[config.mk]
export PLATFORM = sky130hd
export DESIGN_NAME = e603_boot_copier
export DESIGN_NICKNAME = d
export VERILOG_FILES = /design/src/rtl/e603_boot_copier_pkg.sv /design/src/rtl/e603_boot_copier.sv
export SDC_FILE = /design/constraint.sdc
export NUM_CORES = 1
export LEC_CHECK = 0
export CAP_MARGIN = 20
export CORE_MARGIN = 2
export CORE_UTILIZATION = 32
export CTS_CLUSTER_SIZE = 16
export DETAILED_ROUTE_END_ITERATION = 10
export PLACE_DENSITY_LB_ADDON = 0.12
export SYNTH_ARGS = -nofsm -noshare
export SYNTH_HDL_FRONTEND = slang
export SYNTH_SLANG_ARGS = --single-unit
[constraint.sdc]
create_clock -name clk -period 1.61 [get_ports clk]
set_clock_uncertainty 0.15 [all_clocks]
set_input_delay 0.322 -clock clk [delete_from_list [all_inputs] [get_ports clk]]
set_output_delay 0.322 -clock clk [all_outputs]
set_load 0.03 [all_outputs]
[src/rtl/e603_boot_copier_pkg.sv]
// e603_boot_copier_pkg: shared FSM state encoding and ICB constants for the boot copier
package e603_boot_copier_pkg;
  typedef enum logic [2:0] {
    S_IDLE = 3'd0,
    S_READ = 3'd1,
    S_CMD  = 3'd2,
    S_RSP  = 3'd3,
    S_DONE = 3'd4,
    S_ERR  = 3'd5
  } state_e;
  localparam logic ICB_CMD_WRITE = 1'b0;
endpackage

[src/rtl/e603_boot_copier.sv]
// e603_boot_copier: copies LEN mask-ROM words into RAM over ICB, holding the core in reset until done
module e603_boot_copier
  import e603_boot_copier_pkg::*;
#(
  parameter int          AW       = 12,
  parameter int          DW       = 32,
  parameter int          SRC_WIDX = 0,
  parameter int          LEN      = 10,
  parameter logic [31:0] DST_BASE = 32'h8000_0000
) (
  input  logic            clk,
  input  logic            rst,
  input  logic            start,
  output logic [AW-3:0]   rom_addr,
  input  logic [DW-1:0]   rom_dout,
  output logic            icb_cmd_valid,
  input  logic            icb_cmd_ready,
  output logic [31:0]     icb_cmd_addr,
  output logic            icb_cmd_read,
  output logic [DW-1:0]   icb_cmd_wdata,
  output logic [DW/8-1:0] icb_cmd_wmask,
  input  logic            icb_rsp_valid,
  output logic            icb_rsp_ready,
  input  logic            icb_rsp_err,
  output logic            busy,
  output logic            done,
  output logic            err,
  output logic            core_hold
);
  localparam int IW = (LEN > 0) ? $clog2(LEN + 1) : 1;
  localparam logic [IW-1:0] LAST = IW'((LEN > 0) ? LEN - 1 : 0);

  if (SRC_WIDX + LEN > 2 ** (AW - 2)) begin : g_range_chk
    $error("e603_boot_copier: SRC_WIDX+LEN exceeds ROM word space");
  end

  state_e        state_q, state_d;
  logic [IW-1:0] idx_q, idx_d;
  logic [DW-1:0] wdata_q, wdata_d;

  always_comb begin
    state_d = state_q;
    idx_d   = idx_q;
    wdata_d = wdata_q;
    unique case (state_q)
      S_IDLE: state_d = start ? ((LEN > 0) ? S_READ : S_DONE) : S_IDLE;
      S_READ: begin
        wdata_d = rom_dout;
        state_d = S_CMD;
      end
      S_CMD:  state_d = icb_cmd_ready ? S_RSP : S_CMD;
      S_RSP: if (icb_rsp_valid) begin
        state_d = icb_rsp_err ? S_ERR : (idx_q == LAST) ? S_DONE : S_READ;
        idx_d   = (!icb_rsp_err && idx_q != LAST) ? idx_q + 1'b1 : idx_q;
      end
      default: ;
    endcase
  end

  always_ff @(posedge clk) begin
    if (rst) begin
      state_q <= S_IDLE;
      idx_q   <= '0;
      wdata_q <= '0;
    end else begin
      state_q <= state_d;
      idx_q   <= idx_d;
      wdata_q <= wdata_d;
    end
  end

  assign rom_addr      = (AW-2)'(SRC_WIDX) + (AW-2)'(idx_q);
  assign icb_cmd_valid = state_q == S_CMD;
  assign icb_cmd_addr  = DST_BASE + 32'({idx_q, 2'b00});
  assign icb_cmd_read  = ICB_CMD_WRITE;
  assign icb_cmd_wdata = wdata_q;
  assign icb_cmd_wmask = {(DW/8){1'b1}};
  assign icb_rsp_ready = state_q == S_RSP;
  assign busy          = state_q inside {S_READ, S_CMD, S_RSP};
  assign done          = state_q == S_DONE;
  assign err           = state_q == S_ERR;
  assign core_hold     = state_q != S_DONE;
endmodule

==> reports/qor_table.md, run 1 <==
| Step | Parameter | Value |
|:---|:---|:---|
| logic synthesis | Post-Synthesis Cells | 236 |
| global routing | Antenna violations before repair | 0 |
| routing | Number of DRC markers in iteration 0 | 38 |
| cts | Bufs on Longest Clock Path | 2 |
| setup path | Worst setup path endpoint | done |
| layout | Antenna Diode Count | 0 |
| status | Violated checks | negative setup slack |
| logic synthesis | Number of flip-flops and latches in the synthesized netlist | 39 |
| timing | Final Hold Viols | 0 |
| logic synthesis | Cell area after technology mapping | 1870 um^2 |
| setup path | Cell type of the slowest stage on the worst timing path | or3_4 |
| logic synthesis | Synthesized area per cell | 7.93 um^2 |
| setup path | Capture point of the worst reg-to-reg path | icb_cmd_wdata[24] |
| placed design | Final weighted congestion in routability-driven placement | 0.771 |
| cts | Count of clock tree sinks | 39 |
| routing | Highest routed metal layer | met4 |
| timing | Fin worst setup slack | -0.153 ns |
| die | Initial Util | 33.6% |
| routing | M1 WL | 2360 um |
| logic synthesis | Async set-reset flop share out of synthesis | 0% |
| setup path | Setup crit start | state_q[0] |
| logic synthesis | Primary flip-flop cell chosen by synthesis mapping | dfxtp_1 |
| cts | H-tree level count | 2 |
| cts | Clock transition at the registers of the reported paths | 0.07 ns |
| timing | Crit share post-route | 110% |
| timing | Max-slew violations | 0 |
| logic synthesis | Simple-gate portion of the synthesized area | 20.4% |
| die | X dimension of the die | 80.5 um |
| job | Max-capacitance violation count | 0 |
| routing | Met3 wire length | 390 um |
| setup path | Nature of the critical path startpoint | flip-flop |
| setup path | Crit end category | primary output |
| logic synthesis | Count of warnings emitted by yosys | 0 |
| setup path | Type of the setup path with the least slack | reg2out |
| layout | Total number of nets in the final design | 380 |
| placed design | Cells after DPL | 387 |
| routing | Total vias in the final route | 1828 |
| routing | Met2 WL | 2660 um |
| setup path | Slack of the worst reg-to-reg path | -0.03 ns |
| die | Die Ht | 80.5 um |
| setup path | R2R cell count | 6 |
| placed design | Buffers added on ports | 83 |
| setup path | Cell count along the critical path | 4 |
| logic synthesis | Number of enable-type register cells in the synthesized netlist | 0 |
| cts | TritonCTS clock tree | yes |
| cts | Clock latency of the later-clocked register in the worst-skew pair | 0.29 ns |
| logic synthesis | Fraction of synthesized area in multiplexers | 0% |
| routing | Antenna violation net count after detailed routing | 0 |
| routing | Number of optimization iterations in the first detailed-route pass | 4 |
| setup path | R2R Path Start | state_q[0] |
| logic synthesis | Post-synthesis xor/xnor area fraction | 0% |
| global routing | All-Layer GR Usage | 14.0% |
| logic synthesis | Compound-Gate Fraction of Synth Area | 14.2% |
| layout | Final std cells w/o fill | 413 |
| layout | Layout cell share with drive strength beyond 1 | 32.6% |
| placed design | Post-DP Area | 2690 um^2 |
| global routing | Largest net degree at the start of global routing | 33 |
| layout | Area Overhead vs Synth | 69.1% |
| logic synthesis | Area share of fa/ha/maj cells after synthesis | 1.34% |
| cts | CTS root buf | clkbuf_8 |
| die | Placement row count | 27 |
| global routing | Wire length of the first global-routing pass | 7000 um |
| global routing | Vias in the first global route | 1547 |
| routing | Average vias per placed instance | 4.43 |
| logic synthesis | Sequential area share after synthesis | 41.7% |
| setup path | WP data arrival | 1.29 ns |
| setup path | Family with the most delay on the worst path | simple AND/OR/NAND/NOR gates |
| timing | Post-layout minimum cycle time | 1.76 ns |
| die | Die area | 6470 um^2 |
| routing | Total wirelength of the detailed-routed design | 5480 um |
| pwr | Leakage power figure | 1.46 nW |
| setup path | Worst path buffer plus inverter count | 3 |
| timing | RSZ-0062 raised after global routing | yes |
| status | Result of the run | finished with violations |
| timing | Final setup violation count | 18 |
| global routing | Overall overflow remaining after global route | 0 |
| placed design | Post-DP HPWL | 3090 um |
| die | Area inside the core boundary | 5570 um^2 |
| pwr | Pwr/cell area | 837 nW/um^2 |
| die | Total I/O pin count | 123 |
| logic synthesis | Count of distinct cell types in the synthesized netlist | 30 |
| setup path | Highest fanout seen on the critical path | 2 |
| routing | DRC Markers | 0 |
| cts | Number of hold buffers added after CTS | 0 |
| placed design | Worst slack, placed | -0.236 ns |
| setup path | CP required | 1.14 ns |
| routing | Wire length per cell | 13.3 um |
| timing | Max Freq | 0.567 GHz |
| layout | Design Area, Final | 3160 um^2 |
| pwr | IR drop worst, VDD | 0.337 mV |
| cts | Clock buffers created by TritonCTS | 5 |
| hold path | Classification of the worst-slack hold path | reg2reg |
| pwr | Final Total Pwr | 2.65 mW |
| logic synthesis | Dominant combinational cell family by area after synthesis | buffers and inverters |
| layout | Final core utilization | 56.7% |
| setup path | Longest individual stage delay on the worst path | 0.39 ns |
| setup path | Library cell appearing most often on the critical path | buf_6 |
| setup path | Critical-path cell list | or3_4 -> buf_6 -> inv_2 -> buf_6 |
==> layout make-up <==
| class | instances | area, um^2 |
|---|---|---|
| well taps | 72 | 90.1 |
| inverters | 6 | 25.0 |
| multi-input cells | 171 | 1040 |
| repair buffers | 117 | 1130 |
| fillers | 565 | 2410 |
| flip-flops and latches | 39 | 790 |
| clock buffers | 6 | 72.6 |
| clock inverters | 2 | 11.3 |
==> power breakdown <==
group	switching [mW]	internal [mW]	total, mW	leakage, nW
registers	0.0362	1.03	1.07	0.320
logic	0.555	0.381	0.936	1.10
clock network	0.338	0.304	0.642	0.0455
total	0.929	1.72	2.65	1.46
==> registers in the layout, summed over array words and instances, names as in the netlist <==
signal	cells
icb_cmd_wdata	32
idx_q	4
state_q	3
==> kinds of logic (layout without fill, tap and decap cells) <==
kind of cell	Yosys count	after routing
simple gates	82	82
buf+inv	63	131
compound gates	48	48
flops	39	39
fa+ha+maj	2	2
other cells	2	39
==> Yosys cell counts (2+ instances only) <==
master,instances,share of area [%]
nand2_1,65,13
buf_4,44,18
dfxtp_1,39,42
a21oi_1,37,9.9
buf_2,6,1.6
clkbuf_1,6,1.2
inv_1,6,1.2
or3_1,3,1.0
a211oi_1,2,0.80
conb_1,2,0.40
ha_1,2,1.3
nor2_1,2,0.40
nor3b_1,2,0.80
o211ai_1,2,0.80
o31ai_1,2,0.80
or4_1,2,0.80
==> cell usage in the layout, fill, tap and decap left out, types with 2 or more instances in the layout <==
| cell | count |
|---|---|
| o211ai_1 | 2 |
| nor3b_2 | 2 |
| o31ai_1 | 2 |
| inv_2 | 2 |
| conb_1 | 39 |
| nand2_1 | 46 |
| dfxtp_1 | 34 |
| or3_4 | 2 |
| dfxtp_2 | 4 |
| inv_1 | 3 |
| a21oi_1 | 19 |
| clkbuf_8 | 5 |
| inv_4 | 2 |
| buf_4 | 27 |
| buf_12 | 2 |
| clkbuf_2 | 2 |
| nand2_4 | 5 |
| dlygate4sd2_1 | 36 |
| clkdlybuf4s50_1 | 37 |
| clkbuf_16 | 4 |
| buf_6 | 8 |
| a21oi_2 | 18 |
| nand2_2 | 14 |
==> repair_timing <==
item,CTS,global route
endpoints found under the setup margin,47,26
buffers inserted,5,8
resized for setup,50,66
pin swaps,4,14
gates cloned,0,5
==> worst min path at each step <==
stage,from,endpoint,slack [ns],cells past startpoint
6_report,icb_cmd_wdata[26],icb_cmd_wdata[26],0.30,2
4_1_cts,icb_cmd_wdata[9],icb_cmd_wdata[9],0.30,2
2_1_floorplan,icb_rsp_valid,state_q[1],0.27,1
3_5_place_dp,icb_cmd_wdata[9],icb_cmd_wdata[9],0.30,2
3_3_place_gp,icb_cmd_wdata[6],icb_cmd_wdata[6],0.29,2
5_1_grt,icb_cmd_wdata[3],icb_cmd_wdata[3],0.32,2
==> stage by stage <==
step / TNS, ns / hold slack, ns
floorplan: -0.236 / 0.269
global placement: -1.03 / 0.292
detailed placement: -1.13 / 0.296
CTS: -0.409 / 0.304
global route: -2.58 / 0.320
finish: -0.429 / 0.302
==> layer usage <==
layer	global-route usage (%)	vias to the layer above
met2	23.8	72
met5	0	-
met1	16.6	851
li1	-	897
met3	3.82	8
met4	5.59	0
==> tightest hold or removal path, stage by stage, from the launching register on <==
cell     delay (ns)
dfxtp_1        0.31
nand2_1        0.05
a21oi_1        0.05
Power figures use the tool's default switching activity.
==> inputs of run 2 (changes only) <==
- CORE_ASPECT_RATIO: not set -> 0.6
- CORE_MARGIN: 2 -> not set
==> reports/qor_table.md, run 2 (synthesis results as in run 1) <==
| Step | Parameter | Value | Delta |
|:---|:---|:---|:---|
| setup path | Highest fanout seen on the critical path | 2 | unchanged |
| hold path | Number of cells traversed by the worst hold path | 2 | unchanged |
| global routing | Overall overflow remaining after global route | 0 | unchanged |
| layout | Layout cell share with drive strength beyond 1 | 17.2% | was 32.6% |
| placed design | Final weighted congestion in routability-driven placement | 0.751 | was 0.771 |
| layout | Total number of nets in the final design | 365 | was 380 |
| status | Result of the run | finished with violations | unchanged |
| die | Area inside the core boundary | 5600 um^2 | was 5570 um^2 |
| job | Max-capacitance violation count | 0 | unchanged |
| timing | Max Freq | 0.567 GHz | about the same |
| layout | Multi-input logic area | 876 um^2 | was 1040 um^2 |
| cts | CTS root buf | clkbuf_8 | unchanged |
| global routing | All-Layer GR Usage | 14.7% | was 14.0% |
| die | X dimension of the die | 101 um | was 80.5 um |
| timing | Total Neg Setup Slack | -0.322 ns | was -0.429 ns |
| global routing | Vias in the first global route | 1341 | was 1547 |
| timing | RSZ-0062 raised after global routing | yes | unchanged |
| routing | Antenna violation net count after detailed routing | 0 | unchanged |
| routing | Number of DRC markers in iteration 0 | 29 | was 38 |
| setup path | R2R cell count | 5 | was 6 |
| routing | DRC Markers | 0 | unchanged |
| pwr | Leakage power figure | 1.31 nW | was 1.46 nW |
| routing | Total wirelength of the detailed-routed design | 4700 um | was 5480 um |
| cts | Clock buffers created by TritonCTS | 5 | unchanged |
| layout | Number of fillers in the final layout | 562 | was 565 |
| layout | Commonest non-fill, non-tap cell in the layout | nand2_1 | unchanged |
| layout | Flip-flop count of the largest register after layout | 32 | unchanged |
| cts | Number of hold buffers added after CTS | 0 | unchanged |
| cts | Clock latency of the later-clocked register in the worst-skew pair | 0.29 ns | about the same |
| status | Violated checks | negative setup slack | unchanged |
| pwr | Final Total Pwr | 2.59 mW | was 2.65 mW |
| timing | Max-slew violations | 0 | unchanged |
| layout | Top library cells by usage in the layout, fill and taps aside | 65 x nand2_1, 39 x conb_1, 37 x a21oi_1, 37 x clkdlybuf4s50_1, 35 x dlygate4sd2_1 | was 46 x nand2_1, 39 x conb_1, 37 x clkdlybuf4s50_1 |
| setup path | Setup crit start | state_q[1] | was state_q[0] |
| timing | Post-layout minimum cycle time | 1.77 ns | was 1.76 ns |
| setup path | Slack of the worst reg-to-reg path | 0.04 ns | was -0.03 ns |
| placed design | Buffers added on ports | 83 | unchanged |
| pwr | Pwr/cell area | 908 nW/um^2 | was 837 nW/um^2 |
| routing | Number of optimization iterations in the first detailed-route pass | 4 | unchanged |
| placed design | Post-DP HPWL | 3310 um | was 3090 um |
| cts | Clock transition at the registers of the reported paths | 0.08 ns | was 0.07 ns |
| global routing | Antenna violations before repair | 0 | unchanged |
| die | Placement row count | 21 | was 27 |
| layout | Area Overhead vs Synth | 52.5% | was 69.1% |
| die | Die area | 6170 um^2 | was 6470 um^2 |
| routing | Average vias per placed instance | 4.13 | was 4.43 |
| layout | Final core utilization | 51.0% | was 56.7% |
| setup path | WP data arrival | 1.29 ns | about the same |
| setup path | Crit end category | primary output | unchanged |
| placed design | Worst slack, placed | -0.260 ns | was -0.236 ns |
| routing | Total vias in the final route | 1676 | was 1828 |
| die | Die Ht | 61.2 um | was 80.5 um |
| global routing | Wire length of the first global-routing pass | 6790 um | was 7000 um |
| timing | Crit share post-route | 110% | about the same |
| timing | Fin worst setup slack | -0.155 ns | was -0.153 ns |
| hold path | Classification of the worst-slack hold path | reg2reg | unchanged |
| pwr | IR drop worst, VDD | 0.415 mV | was 0.337 mV |
| routing | Wire length per cell | 11.6 um | was 13.3 um |
| setup path | Nature of the critical path startpoint | flip-flop | unchanged |
| layout | Antenna Diode Count | 0 | unchanged |
| timing | Final setup violation count | 6 | was 18 |
| cts | Count of clock tree sinks | 39 | unchanged |
| setup path | R2R Path Start | idx_q[1] | was state_q[0] |
| cts | H-tree level count | 2 | unchanged |
| placed design | Post-DP Area | 2710 um^2 | was 2690 um^2 |
| hold path | WHS Endpoint | icb_cmd_wdata[16] | was icb_cmd_wdata[26] |
| setup path | Type of the setup path with the least slack | reg2out | unchanged |
| setup path | CP required | 1.14 ns | about the same |
| die | Total I/O pin count | 123 | unchanged |
| global routing | Largest net degree at the start of global routing | 33 | unchanged |
| layout | Design Area, Final | 2850 um^2 | was 3160 um^2 |
| die | Initial Util | 33.4% | was 33.6% |
| cts | TritonCTS clock tree | yes | unchanged |
| setup path | Capture point of the worst reg-to-reg path | idx_q[2] | was icb_cmd_wdata[24] |
| hold path | Startpoint of the worst hold path | icb_cmd_wdata[16] | was icb_cmd_wdata[26] |
| layout | Sequential standard cell area | 790 um^2 | unchanged |
| cts | Bufs on Longest Clock Path | 2 | unchanged |
| timing | Final Hold Viols | 0 | unchanged |
## run 2: report_power, final
| part | switching (mW) | internal [mW] | leakage (nW) |
|---|---|---|---|
| registers | 0.0311 | 1.03 | 0.320 |
| clock network | 0.345 | 0.439 | 0.0594 |
| logic | 0.478 | 0.266 | 0.928 |
| total | 0.854 | 1.74 | 1.31 |
## run 2: per-layer routing
layer	GRT usage (%)	part of all wire, %	wire length [um]
met5	0	0	0
met3	6.47	9.2	431
met1	21.3	51	2380
met2	19.2	39	1850
met4	4.35	0.81	38
## run 2: what timing repair did
| action | in CTS | in global routing |
|---|---|---|
| setup endpoints to repair | 48 | 12 |
| buffers inserted | 1 | 1 |
| gates resized for setup | 54 | 12 |
| pin swaps | 3 | 1 |
## run 2: area by class of cell
| cell class | count | area share, % |
|---|---|---|
| Timing Repair Buffer | 102 | 33.4 |
| Multi-Input combinational cell | 171 | 30.7 |
| Sequential cell | 39 | 27.7 |
| Clock buffer | 7 | 3.77 |
| Tap cell | 80 | 3.51 |
| Inverter | 6 | 0.789 |
| Clock inverter | 1 | 0.175 |
## run 2: worst max-delay path, cell delays in order (launching register included)
cell and delay, ns:
dfxtp_2 0.34, or3_4 0.38, buf_6 0.13, inv_2 0.04, buf_6 0.12
## run 2: worst max-delay path by stage
stage / end / slack, ns / cells after the start
finish: done / -0.16 / 4
global placement: core_hold / -0.24 / 3
detailed placement: idx_q[2] / -0.26 / 5
floorplan: done / -0.12 / 3
CTS: core_hold / -0.17 / 2
global route: done / -0.20 / 4
## run 2: stage by stage
step,cells,hold slack [ns]
global route,406,0.321
finish,406,0.302
detailed placement,396,0.296
global placement,396,0.292
floorplan,273,0.269
CTS,405,0.304
==> variant 1, RTL diff (config.mk and constraints of run 2) <==
One comparison of `idx_q` changes from == to >=.
--- a/src/rtl/e603_boot_copier.sv
+++ b/src/rtl/e603_boot_copier.sv
@@ -50,7 +50,7 @@
       end
       S_CMD:  state_d = icb_cmd_ready ? S_RSP : S_CMD;
       S_RSP: if (icb_rsp_valid) begin
-        state_d = icb_rsp_err ? S_ERR : (idx_q == LAST) ? S_DONE : S_READ;
+        state_d = icb_rsp_err ? S_ERR : (idx_q >= LAST) ? S_DONE : S_READ;
         idx_d   = (!icb_rsp_err && idx_q != LAST) ? idx_q + 1'b1 : idx_q;
       end
       default: ;
Behaviour: no difference found for any inputs over 10 cycles, from zero or initial values and one cycle with rst high; that may be too few to reach the edited logic, so the function may still have changed.
==> variant 1 against run 2 <==
Register-to-register slack worse by 0.07 ns; final area rose by 4.3%; largest power group unchanged; area after synthesis is 3.5% higher; sequential cell count unchanged; worst setup slack better by 0.0079 ns; total power increased by 7.1%; routed wire length shrank 1.3%; combinational power rose by 18%; critical path type unchanged; the flow still finishes with violations (setup timing).
==> variant 1: results (changes against run 2) <==
metric	value	unit	change
Top Layer Used	met4		
routed wl met3	450	um	+4.4%
multi-input combinational area share	32.77	%	+2.1 points
largest cells by area after synthesis	dfxtp_1 (40%), buf_4 (18%), nand2_1 (13%), a21oi_1 (9.3%), ha_1 (1.9%)		
Int Power	0.001836	W	+5.7%
met3 Track Usage GR	5.631	%	-0.84 points
Detailed Route WL	4638	um	-1.3%
routed vias/inst	4.164		+0.88%
Avg Inst Size Synth	8.070	sq um	+1.8%
worst r2r src	state_q[0]		
Clock Network Area Fraction	3.786	%	-0.16 points
GR Layer Usage met1	20.69	%	-0.64 points
top post-synthesis cells by count	nand2_1 (65), buf_4 (47), dfxtp_1 (39), a21oi_1 (36)		
switching power	0.0009391	W	+10%
Met2 Routed Length	1835	um	-0.92%
setup total negative slack	-0.5342	ns	-0.2126 ns
post-synth cell types	33		+10%
Filler cells	584		+3.9%
Seq/Total Area, Yosys	40.31	%	-1.4 points
gr usage total	14.13	%	-0.56 points
status	complete, but fails checks		
static leakage	1.358	nW	+3.9%
Synth Area in Adders	1.938	%	+0.60 points
setup slack, reg-to-reg	-0.03	ns	-0.07 ns
GP Congestion	0.7546		+0.49%
final net count	374		+2.5%
post-synthesis mux area share	1.680	%	+1.7 points
compound-gate portion of the synthesized area	11.95	%	-2.3 points
vias in the first global route	1517		+13%
Post-Route M1 WL	2324	um	-2.2%
post-DP HPWL	3241	um	-2.0%
clock network fraction of design power	29.4	%	-0.9 points
maximum VDD drop	0.4467	mV	+7.6%
share of cells above drive strength 1	20.66	%	+3.5 points
fraction of cell area in non-clock buffers	32.86	%	-0.52 points
H-tree levels	2		unchanged
placed cell count	402		+1.5%
slack of the critical path	-0.1473	ns	+0.007862 ns
final setup vio count	7		+1
Seq cells	39		unchanged
WL per Instance	11.20	um	-3.2%
Logic pwr share	31.7	%	+3.0 points
multi-input gates	177		+3.5%
failing checks	setup timing		
Setup WS pre-CTS	-0.2670	ns	-0.006986 ns
## variant 1: what timing repair did
item                       4_1_cts  5_1_grt
gates cloned                     0        1
setup buffers                    1        2
setup endpoints to repair       43       12
hold endpoints to repair         0        0
resized for setup               55       24
pin swaps                        2        4
## variant 1: worst max path at each step
stage / start / endpoint
final: state_q[0] / done
after global routing: state_q[0] / done
after CTS: state_q[0] / core_hold
after detailed placement: icb_rsp_valid / idx_q[2]
after global placement: icb_rsp_valid / idx_q[2]
after floorplan: idx_q[1] / idx_q[2]
## variant 1: through the flow
step	hold slack (ns)	area, sq um
global placement	0.2906	2768
detailed placement	0.2960	2768
CTS	0.3047	2885
floorplan	0.2686	2105
finish	0.3020	2974
global route	0.3207	2974
## variant 1: cells by family after synthesis
logic type,after synthesis
multiplexers,3
flip-flops,39
AND/OR/NAND/NOR,89
other,2
buffers and inverters,61
adder cells (fa/ha/maj),3
AO/OA/AOI/OAI,43
==> variant 2, RTL diff (flow settings as in run 2) <==
Without the edit above. The parameter `DW` goes from 32 to 24.
--- a/src/rtl/e603_boot_copier.sv
+++ b/src/rtl/e603_boot_copier.sv
@@ -3,7 +3,7 @@
   import e603_boot_copier_pkg::*;
 #(
   parameter int          AW       = 12,
-  parameter int          DW       = 32,
+  parameter int          DW       = 24,
   parameter int          SRC_WIDX = 0,
   parameter int          LEN      = 10,
   parameter logic [31:0] DST_BASE = 32'h8000_0000
Interface: changed (resized icb_cmd_wdata, icb_cmd_wmask and rom_dout); port bits go from 123 to 106. The function was not compared with the original's and may differ.
==> variant 2 against run 2 <==
The run still ends with setup timing left; routed wire length shrank 16%; area after synthesis down 15%; total power down 12%; worst setup slack gained 0.13 ns; core utilization rose by 1.2 points; maximum frequency is 7.9% higher; largest power group unchanged; combinational power decreased by 15%; final area fell by 14%; sequential cell count is 8 lower.
==> variant 2: results (changes against run 2) <==
metric	value	unit	change
setup slack, reg-to-reg	0	ns	-0.04 ns
static leakage	1.143	nW	-13%
first-pass GRT wire length	6127	um	-9.8%
FF-to-FF End	idx_q[0]		
largest cells by area after synthesis	dfxtp_1 (39%), buf_4 (20%), nand2_1 (12%), a21oi_1 (9.1%), buf_2 (1.6%)		
status	complete, but fails checks		
final setup vio count	2		-4
data arrival time of the worst path	1.16	ns	-0.13 ns
vias in the first global route	1239		-7.6%
maximum VDD drop	0.4087	mV	-1.5%
GR Layer Usage met1	22.75	%	+1.4 points
post-DP HPWL	2830	um	-14%
final net count	310		-15%
failing checks	setup timing		
met3 Track Usage GR	4.336	%	-2.1 points
slack of the critical path	-0.02528	ns	+0.1299 ns
DRT iter0 DRCs	30		+3.4%
routed vias/inst	4.208		+1.9%
Setup WS pre-CTS	-0.2651	ns	-0.005133 ns
Filler cells	501		-11%
pin count of the biggest net entering global routing	25		-24%
M2 GR Usage	19.96	%	+0.78 points
Seq/Total Area, Yosys	39.02	%	-2.7 points
smallest hold slack	0.2999	ns	-0.002264 ns
Largest register FFs	24		-25%
==> variant 2: worst max path at each step <==
stage / from / to / slack [ns] / depth (start not counted)
2_1_floorplan: state_q[2] / done / -0.12 / 3
3_3_place_gp: state_q[2] / core_hold / -0.23 / 3
3_5_place_dp: icb_rsp_valid / idx_q[2] / -0.27 / 5
4_1_cts: state_q[0] / core_hold / -0.14 / 2
5_1_grt: state_q[2] / done / -0.06 / 4
6_report: state_q[0] / done / -0.03 / 3
==> variant 2: cell type report <==
| cell class | count | share of cell area [%] |
|---|---|---|
| Timing Repair Buffer | 88 | 33.62 |
| Clock inverter | 2 | 1.435 |
| Tap cell | 63 | 3.229 |
| Multi-Input combinational cell | 146 | 31.52 |
| Clock buffer | 6 | 3.383 |
| Inverter | 6 | 1.025 |
| Sequential cell | 31 | 25.78 |
==> variant 2: kinds of logic (layout without fill, tap and decap cells) <==
kind of cell / count (synthesis) / count (layout) / synth area share (%)
flip-flops: 31 / 31 / 39.02
AO/OA/AOI/OAI: 40 / 40 / 14.24
AND/OR/NAND/NOR: 66 / 66 / 20.22
other: 2 / 38 / 0.4722
buffers and inverters: 59 / 102 / 24.47
adder cells (fa/ha/maj): 2 / 2 / 1.573
==> variant 2: timing repair <==
action                                  4_1_cts  5_1_grt
resized for setup                            43       17
pin swaps                                     3        2
endpoints found under the hold margin         0        0
endpoints found under the setup margin       38       14
hold buffers                                  0        0
buffers inserted                              3        1
==> variant 2: metrics by stage <==
stage	instance area, sq um	TNS (ns)	std cells
after global placement	2245	-0.9181	330
after CTS	2405	-0.2520	341
after detailed placement	2245	-1.041	330
after floorplan	1739	-0.2365	236
after global routing	2441	-0.2406	342
final	2441	-0.04995	342
==> variant 2: critical path, cell delays in order, from the launching register on <==
cell	delay (ns)
dfxtp_2	0.32
or3_4	0.39
inv_2	0.06
buf_6	0.12
==> variant 2: where the power goes <==
group	leakage [nW]	switching (W)	total, W	internal, W
Combinational	0.827	0.000405	0.000633	0.000228
Clock	0.0612	0.000289	0.000789	0.000500
Sequential	0.255	0.0000245	0.000845	0.000820
==> variant 2: per-layer routing <==
metal	part of all wire, %	up-vias
li1	-	729
met1	52	646
met2	40	59
met3	6.8	5
met4	0.63	0
met5	0	-
